<file path="src/rtl/fir_coeff_loader_pkg.sv">
// Shared types and helpers for the FIR coefficient loader.
// Loader FSM states and a constant clog2.
package fir_coeff_loader_pkg;

   typedef enum logic [1:0] {
      ST_IDLE = 2'd0,
      ST_LOAD = 2'd1,
      ST_FULL = 2'd2
   } state_e;

   function automatic int clog2(input int v);
      int r;
      r = 0;
      while ((1 << r) < v) r++;
      return r;
   endfunction

endpackage

</file>
<file path="src/rtl/fir_coeff_loader_bank.sv">
// Shadow and active coefficient banks for fir_coeff_loader.
// Shadow is written word-by-word; active is swapped in as a whole.
module fir_coeff_loader_bank
   import fir_coeff_loader_pkg::*;
#(
   parameter int BITWIDTH = 16,
   parameter int N        = 16,
   parameter int IDXW     = 4,
   parameter bit MIRROR   = 1'b0
) (
   input  logic                  clk,
   input  logic                  resetn,
   input  logic                  we,
   input  logic [IDXW-1:0]       widx,
   input  logic [BITWIDTH-1:0]   wdata,
   input  logic                  swap,
   output logic [BITWIDTH*N-1:0] coeffs
);

   logic [BITWIDTH-1:0] shadow_q [N];
   logic [BITWIDTH-1:0] active_q [N];
   logic [IDXW-1:0]     midx;

   assign midx = IDXW'(N - 1) - widx;

   always_ff @(posedge clk) begin
      if (!resetn) begin
         for (int i = 0; i < N; i++) begin
            shadow_q[i] <= '0;
            active_q[i] <= '0;
         end
      end else begin
         for (int i = 0; i < N; i++) begin
            if (we && (IDXW'(i) == widx ||
                       (MIRROR && IDXW'(i) == midx)))
               shadow_q[i] <= wdata;
         end
         if (swap) active_q <= shadow_q;
      end
   end

   for (genvar g = 0; g < N; g++) begin : g_tap
      assign coeffs[BITWIDTH*g +: BITWIDTH] = active_q[g];
   end

endmodule

</file>
<file path="src/rtl/fir_coeff_loader.sv">
// Serial FIR coefficient loader with atomic shadow->active commit.
// Define FIR_COEFF_SYMMETRIC_EN for mirrored linear-phase loading.
module fir_coeff_loader
   import fir_coeff_loader_pkg::*;
#(
   parameter int BITWIDTH = 16,
   parameter int N        = 16
) (
   input  logic                  clk,
   input  logic                  resetn,
   input  logic                  load_start,
   input  logic [BITWIDTH-1:0]   coeff_in,
   input  logic                  coeff_valid,
   output logic                  coeff_ready,
   input  logic                  commit,
   output logic [BITWIDTH*N-1:0] coeffs,
   output logic                  coeff_update,
   output logic                  busy,
   output logic                  commit_err
);

   localparam int IDXW = clog2(N);
`ifdef FIR_COEFF_SYMMETRIC_EN
   localparam int NLOAD  = (N + 1) / 2;
   localparam bit MIRROR = 1'b1;
`else
   localparam int NLOAD  = N;
   localparam bit MIRROR = 1'b0;
`endif
   localparam logic [IDXW-1:0] LAST = IDXW'(NLOAD - 1);

   state_e          state_q;
   logic [IDXW-1:0] idx_q;
   logic            ready_q;
   logic            busy_q;
   logic            upd_q;
   logic            err_q;
   logic            xfer;
   logic            we;
   logic            swap;

   assign xfer = coeff_valid & ready_q;
   // restart wins over a word arriving the same cycle
   assign we   = xfer & ~load_start;
   assign swap = commit & (state_q == ST_FULL);

   always_ff @(posedge clk) begin
      if (!resetn) begin
         state_q <= ST_IDLE;
         idx_q   <= '0;
         ready_q <= 1'b0;
         busy_q  <= 1'b0;
         upd_q   <= 1'b0;
         err_q   <= 1'b0;
      end else begin
         upd_q <= swap;
         err_q <= commit & (state_q != ST_FULL);
         unique case (state_q)
            ST_IDLE: begin
               if (load_start) begin
                  state_q <= ST_LOAD;
                  idx_q   <= '0;
                  ready_q <= 1'b1;
                  busy_q  <= 1'b1;
               end
            end
            ST_LOAD: begin
               if (load_start) begin
                  idx_q <= '0;
               end else if (xfer) begin
                  if (idx_q == LAST) begin
                     state_q <= ST_FULL;
                     ready_q <= 1'b0;
                  end else begin
                     idx_q <= idx_q + 1'b1;
                  end
               end
            end
            ST_FULL: begin
               if (load_start) begin
                  state_q <= ST_LOAD;
                  idx_q   <= '0;
                  ready_q <= 1'b1;
               end else if (commit) begin
                  state_q <= ST_IDLE;
                  busy_q  <= 1'b0;
               end
            end
            default: begin
               state_q <= ST_IDLE;
               idx_q   <= '0;
               ready_q <= 1'b0;
               busy_q  <= 1'b0;
            end
         endcase
      end
   end

   fir_coeff_loader_bank #(
      .BITWIDTH (BITWIDTH),
      .N        (N),
      .IDXW     (IDXW),
      .MIRROR   (MIRROR)
   ) u_bank (
      .clk    (clk),
      .resetn (resetn),
      .we     (we),
      .widx   (idx_q),
      .wdata  (coeff_in),
      .swap   (swap),
      .coeffs (coeffs)
   );

   assign coeff_ready  = ready_q;
   assign busy         = busy_q;
   assign coeff_update = upd_q;
   assign commit_err   = err_q;

endmodule

</file>
<file path="config.mk">
export PLATFORM = sky130hd
export DESIGN_NAME = fir_coeff_loader
export DESIGN_NICKNAME = d
export VERILOG_FILES = /design/src/rtl/fir_coeff_loader_pkg.sv /design/src/rtl/fir_coeff_loader_bank.sv /design/src/rtl/fir_coeff_loader.sv
export SDC_FILE = /design/constraint.sdc
export NUM_CORES = 1
export LEC_CHECK = 0
export CORE_ASPECT_RATIO = 1.2
export CORE_MARGIN = 10
export CORE_UTILIZATION = 50
export CTS_CLUSTER_SIZE = 25
export DETAILED_ROUTE_END_ITERATION = 8
export PLACE_DENSITY = 0.74
export REMOVE_ABC_BUFFERS = 1
export SETUP_SLACK_MARGIN = 0.2
export SLEW_MARGIN = 10
export SYNTH_ARGS = -nofsm -noshare
export SYNTH_HDL_FRONTEND = slang
export SYNTH_HIERARCHICAL = 1
export SYNTH_SLANG_ARGS = --single-unit
export TNS_END_PERCENT = 30
</file>
<file path="constraint.sdc">
create_clock -name clk -period 3.9 [get_ports clk]
set_input_delay 0.975 -clock clk [delete_from_list [all_inputs] [get_ports clk]]
set_output_delay 0.975 -clock clk [all_outputs]
set_load 0.005 [all_outputs]
</file>
# [Word level (Yosys, flattened, before mapping)]
# Index checks and enable logic that the tools add are counted.
# Widths: inputs -> output; s select.
[word_totals] regBits=522 inputBits=21 ram_bits=0 memories=0 elab_cells=117 latchBits=0 romBits=0
[classes] n_shift=0 eq_ne=29 mul=0 n_reduce_logical=23 mux=20 bitwise_logic=6 add_sub_neg=1 n_lt_le_gt_ge=0 n_div=0
[ops] operator="$eq 4x4->1 const A" n=8
[ops] operator="$eq 3x4->1 const A" n=4
[ops] operator="$logic_and 1x1->1" n=16
[ops] operator="$mux 4" n=4
[ops] operator="$ne 2x2->1 const B" n=7
[ops] operator="$mux 2" n=6
[ops] operator="$ne 3x3->1 const B" n=3
[ops] operator="$eq 2x4->1 const A" n=2
[ops] operator="$pmux 4 s2" n=1
[ops] operator="$reduce_and 4->1" n=2
[ops] operator="$mux 1" n=6
[ops] operator="$pmux 2 s3" n=1
[ops] operator="$reduce_and 5->1" n=1
[ops] operator="$add 4x1->4 const B" n=1
[ops] operator="$and 1x1->1" n=4
[ops] operator="$eq 1x4->1 const A" n=1
[ops] operator="$eq 4x4->1 const B" n=1
[ops] operator="$logic_not 4->1" n=1
[ops] operator="$pmux 1 s3" n=1
[ops] operator="$reduce_and 3->1" n=1
[ops] operator="$eq 2x1->1 const B" n=1
[ops] operator="$eq 2x2->1 const B" n=1
[ops] operator="$logic_not 2->1" n=1
[ops] operator="$ne 2x1->1 const B" n=1
[ops] operator="3 further kinds" n=4

# [Logic depth before layout (Yosys ltp)]
# Gate-level depths: netlist of run 1.
[logic_depth] word_depth=5 depth_mapped=8

# [Hierarchy]
# The synthesis of run 1 kept the hierarchy.
[modules_own_cells] module="fir_coeff_loader_bank" area_each_um2=18806.8 seq_area_each_um2=10249.8 cells_each=1702 instances=1
[modules_own_cells] module="fir_coeff_loader" area_each_um2=540.5 seq_area_each_um2=200.2 cells_each=64 instances=1

# [Worst setup path before layout of run 1]
# Ideal clock, no wire load.
[synth_path] path_kind="in2reg" from="input coeff_valid" to="register u_bank/shadow_q[197] in the netlist's numbering" t_required_ns=3.828 setup_time_ns=0.072 path_stages=7 arrival_time_ns=2.252 slack_ns=1.576 path_cell_list="nand2_1 > nor2_1 > nor3b_1 > and3_2 > buf_6 > buf_8 > mux2i_1"
[synth_between] elab_chain_cells=3
[synth_rtl] element="start: declaration" line_no="fir_coeff_loader.sv:13" rtl="input logic coeff_valid,"
[synth_rtl] element="$and 1x1->1" line_no="fir_coeff_loader.sv:42" rtl="assign xfer = coeff_valid & ready_q;"
[synth_rtl] element="$and 1x1->1" line_no="fir_coeff_loader.sv:44" rtl="assign we = xfer & ~load_start;"
[synth_rtl] element="named net we" line_no="fir_coeff_loader.sv:39" rtl="logic we;"
[synth_rtl] element="$logic_and 1x1->1" line_no="fir_coeff_loader_bank.sv:34" rtl="if (we && (IDXW'(i) == widx ||"
[synth_rtl] element="end signal: indexed assignment" line_no="fir_coeff_loader_bank.sv:36" rtl="shadow_q[i] <= wdata;"
[synth_rtl] element="end: declaration" line_no="fir_coeff_loader_bank.sv:20" rtl="logic [BITWIDTH-1:0] shadow_q [N];"
# The timed path passes the listed nets, and every way through them passes these cells.
# A chain may end at the register's enable or synchronous reset.

# [Worst setup path after layout of run 1]
[layout_path] from="input coeff_valid" to="register u_bank/shadow_q[199] in the netlist's numbering"
# The elaborated chain is that of the path after synthesis.

==> metrics.md, run 1 <==
| Metric | Value |
|---|---|
| Count leader, synth | dfxtp_1 |
| Routed len/inst | approximately 20 µm |
| CTS hold repair buffers | 0 |
| Flop-to-flop setup slack | 1.62 ns |
| F_max | roughly 360 MHz |
| Final Hold Slack | 0.456 ns |
| Die footprint | 47000 µm² |
| Worst setup path class | input pin to register |
| Ratio of cells with drive above 1 in the final layout | under 10% |
| Pin count of the biggest net entering global routing | 108 |
| Synth Instances | roughly 1800 |
| GR Util All Layers | 20.6% |
| Status | complete, no violations |
| Final setup vio count | 0 |
| Fin crit share | a little under three quarters |
| Drc violations | 0 |
| Reg2Reg Depth | 5 |
| Clock latency on the worst-skew pair | between 0.5 and 0.6 ns |
| Final-report max-slew violation count | 0 |
| Total grt overflow | 0 |
| Mux contribution to synthesized area | 26.5% |
| Register area share after synthesis | 54.0% |
| Final Total Pwr | 10.9 mW |
| CTS max path bufs | 3 |
| Post-Syn Area | 19300 µm² |
| Post-synth EDFFs | 0 |
| TritonRoute pass-1 iters | 5 |
| #FFs+latches synth | between 500 and 600 |
| Simple-gate portion of the synthesized area | between 10% and 20% |
| Crit. End Element | register |
| Via count | 12900 |
| DP HPWL | 31.7 mm |
| Synth Area in Compound Gates | 0.660% |
| Vias in the first global route | 12900 |
| First-pass GRT wire length | roughly 76 mm |
| Post-synth top area share | between 50% and 60% |
| Area share of fa/ha/maj cells after synthesis | less than 1% |
| DR vias/cell | 5.10 |
| Leak | 8.40 nW |
| Height of the die | 235 µm |
| CTS sink count | 522 |
| Layout area overhead | 25.2% |
| Nets | 2027 |
| Top post-synthesis cells by area | dfxtp_1 54%, mux2i_1 26%, nor2b_1 8.3% |
| Root Driver | clkbuf_16 |
| Initial Util | between 50% and 60% |
| Setup ws final | 1.13 ns |
| Worst-margin pin slew | 1.14 ns |
| Initial antenna violation count | 1 |
| Period minus WS final | about 2.8 ns |
| Critical Path AT | 3.24 ns |
| Yosys cell types | 41 |
| CTS tree | built |
| Ys async rst share | 0% |
| CTS Buf Count | 51 |
| Xor/xnor cell area share of the yosys netlist | 0% |
| Pwr Density | 448 nW/µm² |
| Largest family of logic cells by synthesized area | multiplexers |
| Hold/Removal Path Class | register to register |
| Top cells by count, synth | 522 x dfxtp_1, 512 x mux2i_1, 278 x nand2_1 |
| H-Tree Level Count | 2 |
| RSZ-0062 raised after global routing | no |
| Crit-path max FO | 16 |
| Syn avg cell area | 11.0 µm² |
| Setup Skew | 0.0142 ns |
| Post-CTS setup buffer count | 0 |
| Max-Cap Viols | 0 |
| Post-cts gate resize count | 0 |
| IO Count | approximately 280 |
| Starting DRT DRC Count | 570 |
| Core ar. | between 30000 and 40000 µm² |
| Final GP Congestion | 0.767 |
| Clock-pin slew on the worst setup and hold paths | 0.06 ns |
| IO Port Bufs | 280 |
| DRT antenna net count | 0 |
| Main synth FF type | dfxtp_1 |
| WL final | 49.7 mm |
| Row cnt | 78 |
| Synth area leader | dfxtp_1 |
| Post-Route Utilization | 63.6% |
| Die Width | 200 µm |
| Worst Hold Path Cells | 2 |
| Startpoint class of the critical path | input pin |
| Dpl ws | about 0.55 ns |
| Sum of negative setup slack | 0 ns |
| WP data required | 4.37 ns |
| Slew HR | 23.7% |
| Hold Vio Cnt, Final | 0 |
| Worst vdd ir | 345 µV |
| Synth warn | 6 |
-- metrics by stage --
| stage | instance area [µm²] | cells |
|---|---|---|
| 6_report | 24200 | 2528 |
| 4_1_cts | 24200 | 2527 |
| 3_3_place_gp | 22400 | 2432 |
| 5_1_grt | 24200 | 2528 |
| 3_5_place_dp | 22400 | 2432 |
| 2_1_floorplan | 18700 | 1638 |
-- worst max-delay path, stage by stage --
cell and delay, ns:
clkdlybuf4s50_1 0.53, nand2_1 0.11, nor2_1 0.23, nor3b_1 0.53
and3_2 0.62, mux2i_1 0.24
-- power breakdown --
group	switching, mW	internal [mW]	leakage, nW	total, mW
Sequential	0.00789	5.34	4.20	5.35
Combinational	0.175	0.0866	3.28	0.262
Clock	2.08	3.16	0.914	5.24
Total	2.27	8.58	8.40	10.9
-- final timing paths --
kind	startpoint	end
max	coeff_valid	u_bank/shadow_q[199]
min	u_bank/shadow_q[25]	u_bank/shadow_q[25]
max reg2reg	coeff_ready	u_bank/shadow_q[199]
min reg2reg	u_bank/shadow_q[25]	u_bank/shadow_q[25]
-- cell type report --
type | instances | area (µm²)
well taps | 480 | 601
clock buffers | 69 | 1490
fillers | 3039 | 13800
diodes | 1 | 2.50
flip-flops and latches | 522 | 10500
clock inverters | 26 | 334
repair buffers | 314 | 3100
inverters | 4 | 15.0
multi-input cells | 1112 | 8220
-- metal layers --
metal,up-vias,part of all wire (%),GRT usage (%)
li1,6325,-,-
met1,6233,43,24.9
met2,254,50,35.4
met3,73,4.8,4.37
met4,0,2.8,6.67
met5,-,0,0
-- cell usage in the layout, fill, tap and decap left out, types with 2 or more instances in the layout --
cell type	netlist	final
nand2_1	278	278
clkdlybuf4s50_1	0	279
o21bai_1	2	2
mux2i_1	512	512
nor2b_1	258	258
inv_1	4	4
inv_6	0	3
a211oi_1	2	2
nand2b_1	8	8
o21ai_0	3	3
dfxtp_1	522	522
clkinv_2	0	13
nand3b_1	3	3
nor3_1	2	2
or3_1	3	3
buf_4	9	31
o21a_1	2	2
nand3_1	2	2
a21oi_1	3	3
buf_12	0	3
clkbuf_16	0	51
nor2_1	4	3
clkbuf_8	0	15
a31oi_1	2	2
nor2_2	9	9
clkbuf_1	67	3
and2b_1	2	2
bufinv_16	0	7
-- sequential cells by signal, summed over array words and instances, names as in the netlist --
name and count:
u_bank/shadow_q 256, idx_q 4, coeff_update 1, commit_err 1, state_q 2, busy 1
coeff_ready 1, u_bank/coeffs 256
-- logic make-up (layout without fill, tap and decap cells) --
kind of cell    count (synthesis)  after routing
simple gates                  580            580
flops                         522            522
mux                           512            512
buf+inv                       132            413
compound gates                 19             19
fa+ha+maj                       1              1
other cells                     0              1
No activity file was read; power rests on OpenSTA's default activity.
==> run 2, diff against run 1 <==
--- a/config.mk
+++ b/config.mk
@@ -7,10 +7,10 @@
 export LEC_CHECK = 0
 export CORE_ASPECT_RATIO = 1.2
 export CORE_MARGIN = 10
-export CORE_UTILIZATION = 50
+export CORE_UTILIZATION = 49
 export CTS_CLUSTER_SIZE = 25
 export DETAILED_ROUTE_END_ITERATION = 8
-export PLACE_DENSITY = 0.74
+export PLACE_DENSITY = 0.76
 export REMOVE_ABC_BUFFERS = 1
 export SETUP_SLACK_MARGIN = 0.2
 export SLEW_MARGIN = 10
==> constraint.sdc (replaced) <==
create_clock -name clk -period 2.5 [get_ports clk]
set_input_delay 0.625 -clock clk [delete_from_list [all_inputs] [get_ports clk]]
set_output_delay 0.625 -clock clk [all_outputs]
set_load 0.005 [all_outputs]
==> run 2 against run 1 <==
Against the previous run: hold slack worse by 0.10 ns; clock-buffer cell count is 1 higher; sequential power is 56% higher; core utilization down 0.28 points; critical path depth fell by 5; register-to-register slack got worse by 1.1 ns; clock power grew 45%; final area increased by 1.9%; sequential cell count is the same; combinational power is 69% higher.
==> metrics.md, run 2 (synthesized netlist as in run 1, its figures left out) <==
| Metric | Value |
|---|---|
| Layout area overhead | 27.5% |
| CP peak stage delay | 0.62 ns (about the same) |
| WP data required | 1.88 ns (-2.49 ns) |
| Slew HR | 61.8% (+38 points) |
| Hold Vio Cnt, Final | 0 (unchanged) |
| Worst-margin pin slew | 0.574 ns (-0.568 ns) |
| IO Count | 281 (unchanged) |
| Final Total Pwr | 16.4 mW (+51%) |
| WL final | 49.9 mm (+0.48%) |
| Post-Route Utilization | 63.3% (-0.28 points) |
| Pwr Density | 665 nW/µm² (+48%) |
| Final GP Congestion | 0.774 (+0.90%) |
| Critical Path AT | 1.60 ns (-1.64 ns) |
| Vias in the first global route | 13400 (+3.7%) |
| GR Util All Layers | 20.1% (-0.55 points) |
| Status | complete, no violations |
| Crit path buf inv count | 1 (unchanged) |
| IO Port Bufs | 280 (unchanged) |
| CTS max path bufs | 3 (unchanged) |
| Drc violations | 0 (unchanged) |
| F_max | 449 MHz |
| Final-report max-slew violation count | 0 (unchanged) |
| Die Width | 201 µm (+0.91%) |
| Leak | 8.56 nW (+1.9%) |
| Max-Cap Viols | 0 (unchanged) |
| Pin count of the biggest net entering global routing | 81 (-25%) |
| Worst Hold Launch | resetn |
| Flop-to-flop setup slack | 0.54 ns (-1.08 ns) |
| Critical Path, Cell by Cell | clkdlybuf4s50_1 |
| CTS hold repair buffers | 0 (unchanged) |
| Setup Skew | 0.00709 ns (-0.00709 ns) |
| Crit-path max FO | 6 (-10) |
| Fin crit share | 89.0% |
| Total grt overflow | 0 (unchanged) |
| Hold/Removal Path Class | input pin to register |
| Worst Hold Path Cells | 2 (unchanged) |
| Routed len/inst | 19.2 µm (-2.4%) |
| Nets | 2060 (+1.6%) |
| Reg2Reg Depth | 7 (+2) |
| Most common cell after layout, fill and taps aside | dfxtp_1 |
| Row cnt | 79 (+1.3%) |
| CTS sink count | 522 (unchanged) |
| Commonest non-fill, non-tap cells in the layout | 522 x dfxtp_1, 512 x mux2i_1, 279 x clkdlybuf4s50_1 |
| CTS tree | built |
| Clock latency on the worst-skew pair | 0.56 ns (about the same) |
| Worst Hold End | u_bank/coeffs[111] |
| Initial Util | 49.7% (-1.2 points) |
| Reg2Reg Launch Point | coeff_ready |
| H-Tree Level Count | 2 (unchanged) |
| Crit. End Element | output port |
| DP HPWL | 32.6 mm (+2.8%) |
| Slowest CP cell | clkdlybuf4s50_1 |
| Post-CTS setup buffer count | 0 (unchanged) |
| FF/Latch Area | 10500 µm² (unchanged) |
| TritonRoute pass-1 iters | 5 (unchanged) |
| Worst setup path class | register to output port |
| Worst vdd ir | 497 µV (+44%) |
| Die footprint | 47900 µm² (+1.9%) |
| RSZ-0062 raised after global routing | no |
| Fillers | 3121 (+2.7%) |
| Initial antenna violation count | 3 (+2) |
| Height of the die | 238 µm (+0.93%) |
| Final setup vio count | 0 (unchanged) |
| Starting DRT DRC Count | 581 (+1.9%) |
| Post-cts gate resize count | 0 (unchanged) |
| DRT antenna net count | 0 (unchanged) |
| First-pass GRT wire length | 77.2 mm (+1.1%) |
| DR vias/cell | 5.00 (-2.0%) |
| Reg-to-Reg End | u_bank/shadow_q[193] |
| Ratio of cells with drive above 1 in the final layout | 7.76% (+0.82 points) |
| Period minus WS final | 2.23 ns |
| Via count | 13000 (+0.89%) |
| CP delay by family, top | buffers and inverters |
| CTS Buf Count | 49 (-3.9%) |
| Core ar. | 38900 µm² (+2.3%) |
| Clock-pin slew on the worst setup and hold paths | 0.06 ns (about the same) |
| Startpoint class of the critical path | register |
| Area of the multi-input gates | 8220 µm² (unchanged) |
| Root Driver | clkbuf_16 |
==> run 2: changes by cell type in the layout (fill, tap and decap cells not counted), moves of 2 or more <==
cell	before	now
bufinv_16	7	5
buf_4	31	41
clkinv_2	13	8
buf_12	3	28
clkbuf_8	15	7
clkbuf_1	3	12
==> run 2: through the flow <==
stage	setup slack [ns]	TNS [ns]	instance area, µm²	std cells	hold slack, ns
floorplan	-14.35	-3673.84	18700	1638	0.434
global placement	-0.0133	-0.193	23000	2513	0.441
detailed placement	-0.103	-2.07	23000	2513	0.447
CTS	0.250	0	24700	2601	0.330
global route	0.206	0	24700	2602	0.349
finish	0.274	0	24700	2602	0.353
==> run 2: worst max-delay path by stage <==
stage	from	to	slack [ns]	cells past startpoint
global placement	coeff_valid	u_bank/shadow_q[196]	-0.01	8
floorplan	state_q[0]	u_bank/coeffs[0]	-14.35	4
global route	coeff_ready	coeff_ready	0.21	1
finish	coeff_ready	coeff_ready	0.27	1
detailed placement	coeff_valid	u_bank/shadow_q[193]	-0.10	8
CTS	coeff_ready	coeff_ready	0.25	1
==> run 2: layer usage <==
layer,wire (µm),track usage [%],vias to the layer above
met2,25200,35.8,238
met5,34,0,-
met1,21500,23.9,6282
li1,-,-,6399
met3,2100,3.82,77
met4,1070,5.91,4
==> run 2: cell type report <==
type / instances / share of cell area, %
clock inverter: 18 / 0.938
clock buffer: 70 / 5.75
inverter: 4 / 0.0609
sequential: 522 / 42.4
tap: 526 / 2.67
multi-input combinational: 1112 / 33.3
antenna: 1 / 0.0101
timing repair buffer: 349 / 14.9
==> run 2: power by group <==
group	switching [mW]	internal [mW]	leakage, nW
Clock	3.14	4.47	0.808
Sequential	0.0129	8.33	4.20
Combinational	0.278	0.163	3.55
==> patch (config.mk and constraints of run 1) <==
Build with the macro `FIR_COEFF_SYMMETRIC_EN` defined.
--- a/src/rtl/fir_coeff_loader.sv
+++ b/src/rtl/fir_coeff_loader.sv
@@ -2,2 +2,4 @@
 // Define FIR_COEFF_SYMMETRIC_EN for mirrored linear-phase loading.
+`define FIR_COEFF_SYMMETRIC_EN
+
 module fir_coeff_loader
Formal check against the unedited RTL: no difference found for any inputs over 4 cycles, from zero or initial values and one cycle with resetn low; that may be too few to reach the edited logic, so the function may still have changed.
==> patch against run 1 <==
Die area decreased by 39%. Routed wire length decreased by 48%. Setup slack improved by 0.34 ns. Non-clock buffer count decreased by 17. Clock skew about the same. Final area decreased by 42%. Total power decreased by 50%. Count of clock-buffer cells in the layout decreased by 32. Sequential cell count decreased by 256. Area after synthesis decreased by 42%. Via count decreased by 43%. Global-route usage decreased by 3.7 points. Critical path type is now reg -> out.
==> patch: results (changes against run 1) <==
Worst Reg-to-Reg Cells 3 (-2); initial antenna violation count 0 (-1); Worst-path clk slew 0.06 ns (about the same); clk_skew 0.0142 ns (+0.0000152 ns); static leakage 5.48 nW (-35%); Root Driver clkbuf_16; largest net degree at the start of global routing 99 (-8.3%); clk_lat worst skew 0.52 ns (-0.05 ns); H-tree depth 1 (-1); outcome finished, final reports clean; fin nets 1210 (-40%); GPL Wtd Cong 0.727 (-5.2%); Worst EP arrival 1.45 ns (-1.79 ns); first-pass GRT wire length 40.0 mm (-48%); WL per Instance 17.3 µm (-12%); slowest stage cell, crit path clkdlybuf4s50_1; Vias 7318 (-43%); slew margin rel. 28.0% (+4.3 points); share of cells above drive strength 1 6.95% (+0.017 points); Max IR drop VDD 0.330 mV (-4.3%); sequential-to-total area share from yosys stat 47.4% (-6.6 points); total CTS buffers 26 (-49%); n_diodes 0 (-1); Place WS 1.14 ns (+0.590 ns); 1st-pass router iterations 4 (-1); number of global-route vias before repair 7235 (-44%); synth top area cells dfxtp_1, mux2i_1, buf_4; HPWL Detailed 17.3 mm (-45%); DR iter-0 viols 258 (-55%); Critical Path Fanout Max 3 (-13); synth cell count leaders dfxtp_1, mux2i_1, nand2_1; total global-route track usage 16.9% (-3.7 points); maximum clock path buffer count 3 (unchanged)
==> patch: cell count changes in the layout (fill, tap and decap cells not counted), sizes merged, moves of 17 or more <==
cell    before  now
dfxtp      522  266
clkbuf      69   37
nand2      279  147
buf         35   18
mux2i      512  257
nor2b      258  133
==> patch: kinds of logic after synthesis <==
kind of cell / share of synthesized area [%]
muxes: 22.9
and+or+nand+nor: 15.7
AOI/OAI and AO/OA: 1.99
buffers and inverters: 11.9
DFF: 47.4
adders and majority gates: 0.111
==> patch: power by group <==
part	switching (W)	total (W)	internal, W
Sequential	0.00000760	0.00273	0.00272
Clock	0.00103	0.00251	0.00148
Combinational	0.0000804	0.000146	0.0000660
==> patch: final cells by class <==
class	instances	area, µm²
fill	1838	8210
sequential	266	5330
multi-input combinational	597	4580
timing repair buffer	297	2970
clock buffer	37	753
tap	279	349
clock inverter	11	111
==> patch: worst paths after layout <==
kind / from / endpoint / slack (ns)
hold / removal: u_bank/shadow_q[247] / u_bank/shadow_q[247] / 0.46
setup / recovery: u_bank/coeffs[241] / coeffs[1] / 1.47
hold reg to reg: u_bank/shadow_q[247] / u_bank/shadow_q[247] / 0.46
setup reg to reg: idx_q[3] / u_bank/shadow_q[152] / 1.51
==> patch: metal layers <==
layer | GRT usage (%) | vias up | part of all wire [%]
met1 | 19.9 | 3469 | 43
met2 | 29.7 | 173 | 50
met4 | 3.67 | 0 | 1.4
li1 | - | 3642 | -
met3 | 4.59 | 34 | 6.2
met5 | 0 | - | 0
==> patch: stage by stage <==
step	TNS, ns	hold WS, ns	instance area [µm²]	util, %	cells
floorplan	-236.17	0.438	9900	-	863
global placement	0	0.445	13200	59.3	1439
detailed placement	0	0.452	13200	59.3	1439
CTS	0	0.460	14100	63.2	1487
global route	0	0.480	14100	63.2	1487
finish	0	0.459	14100	63.2	1487
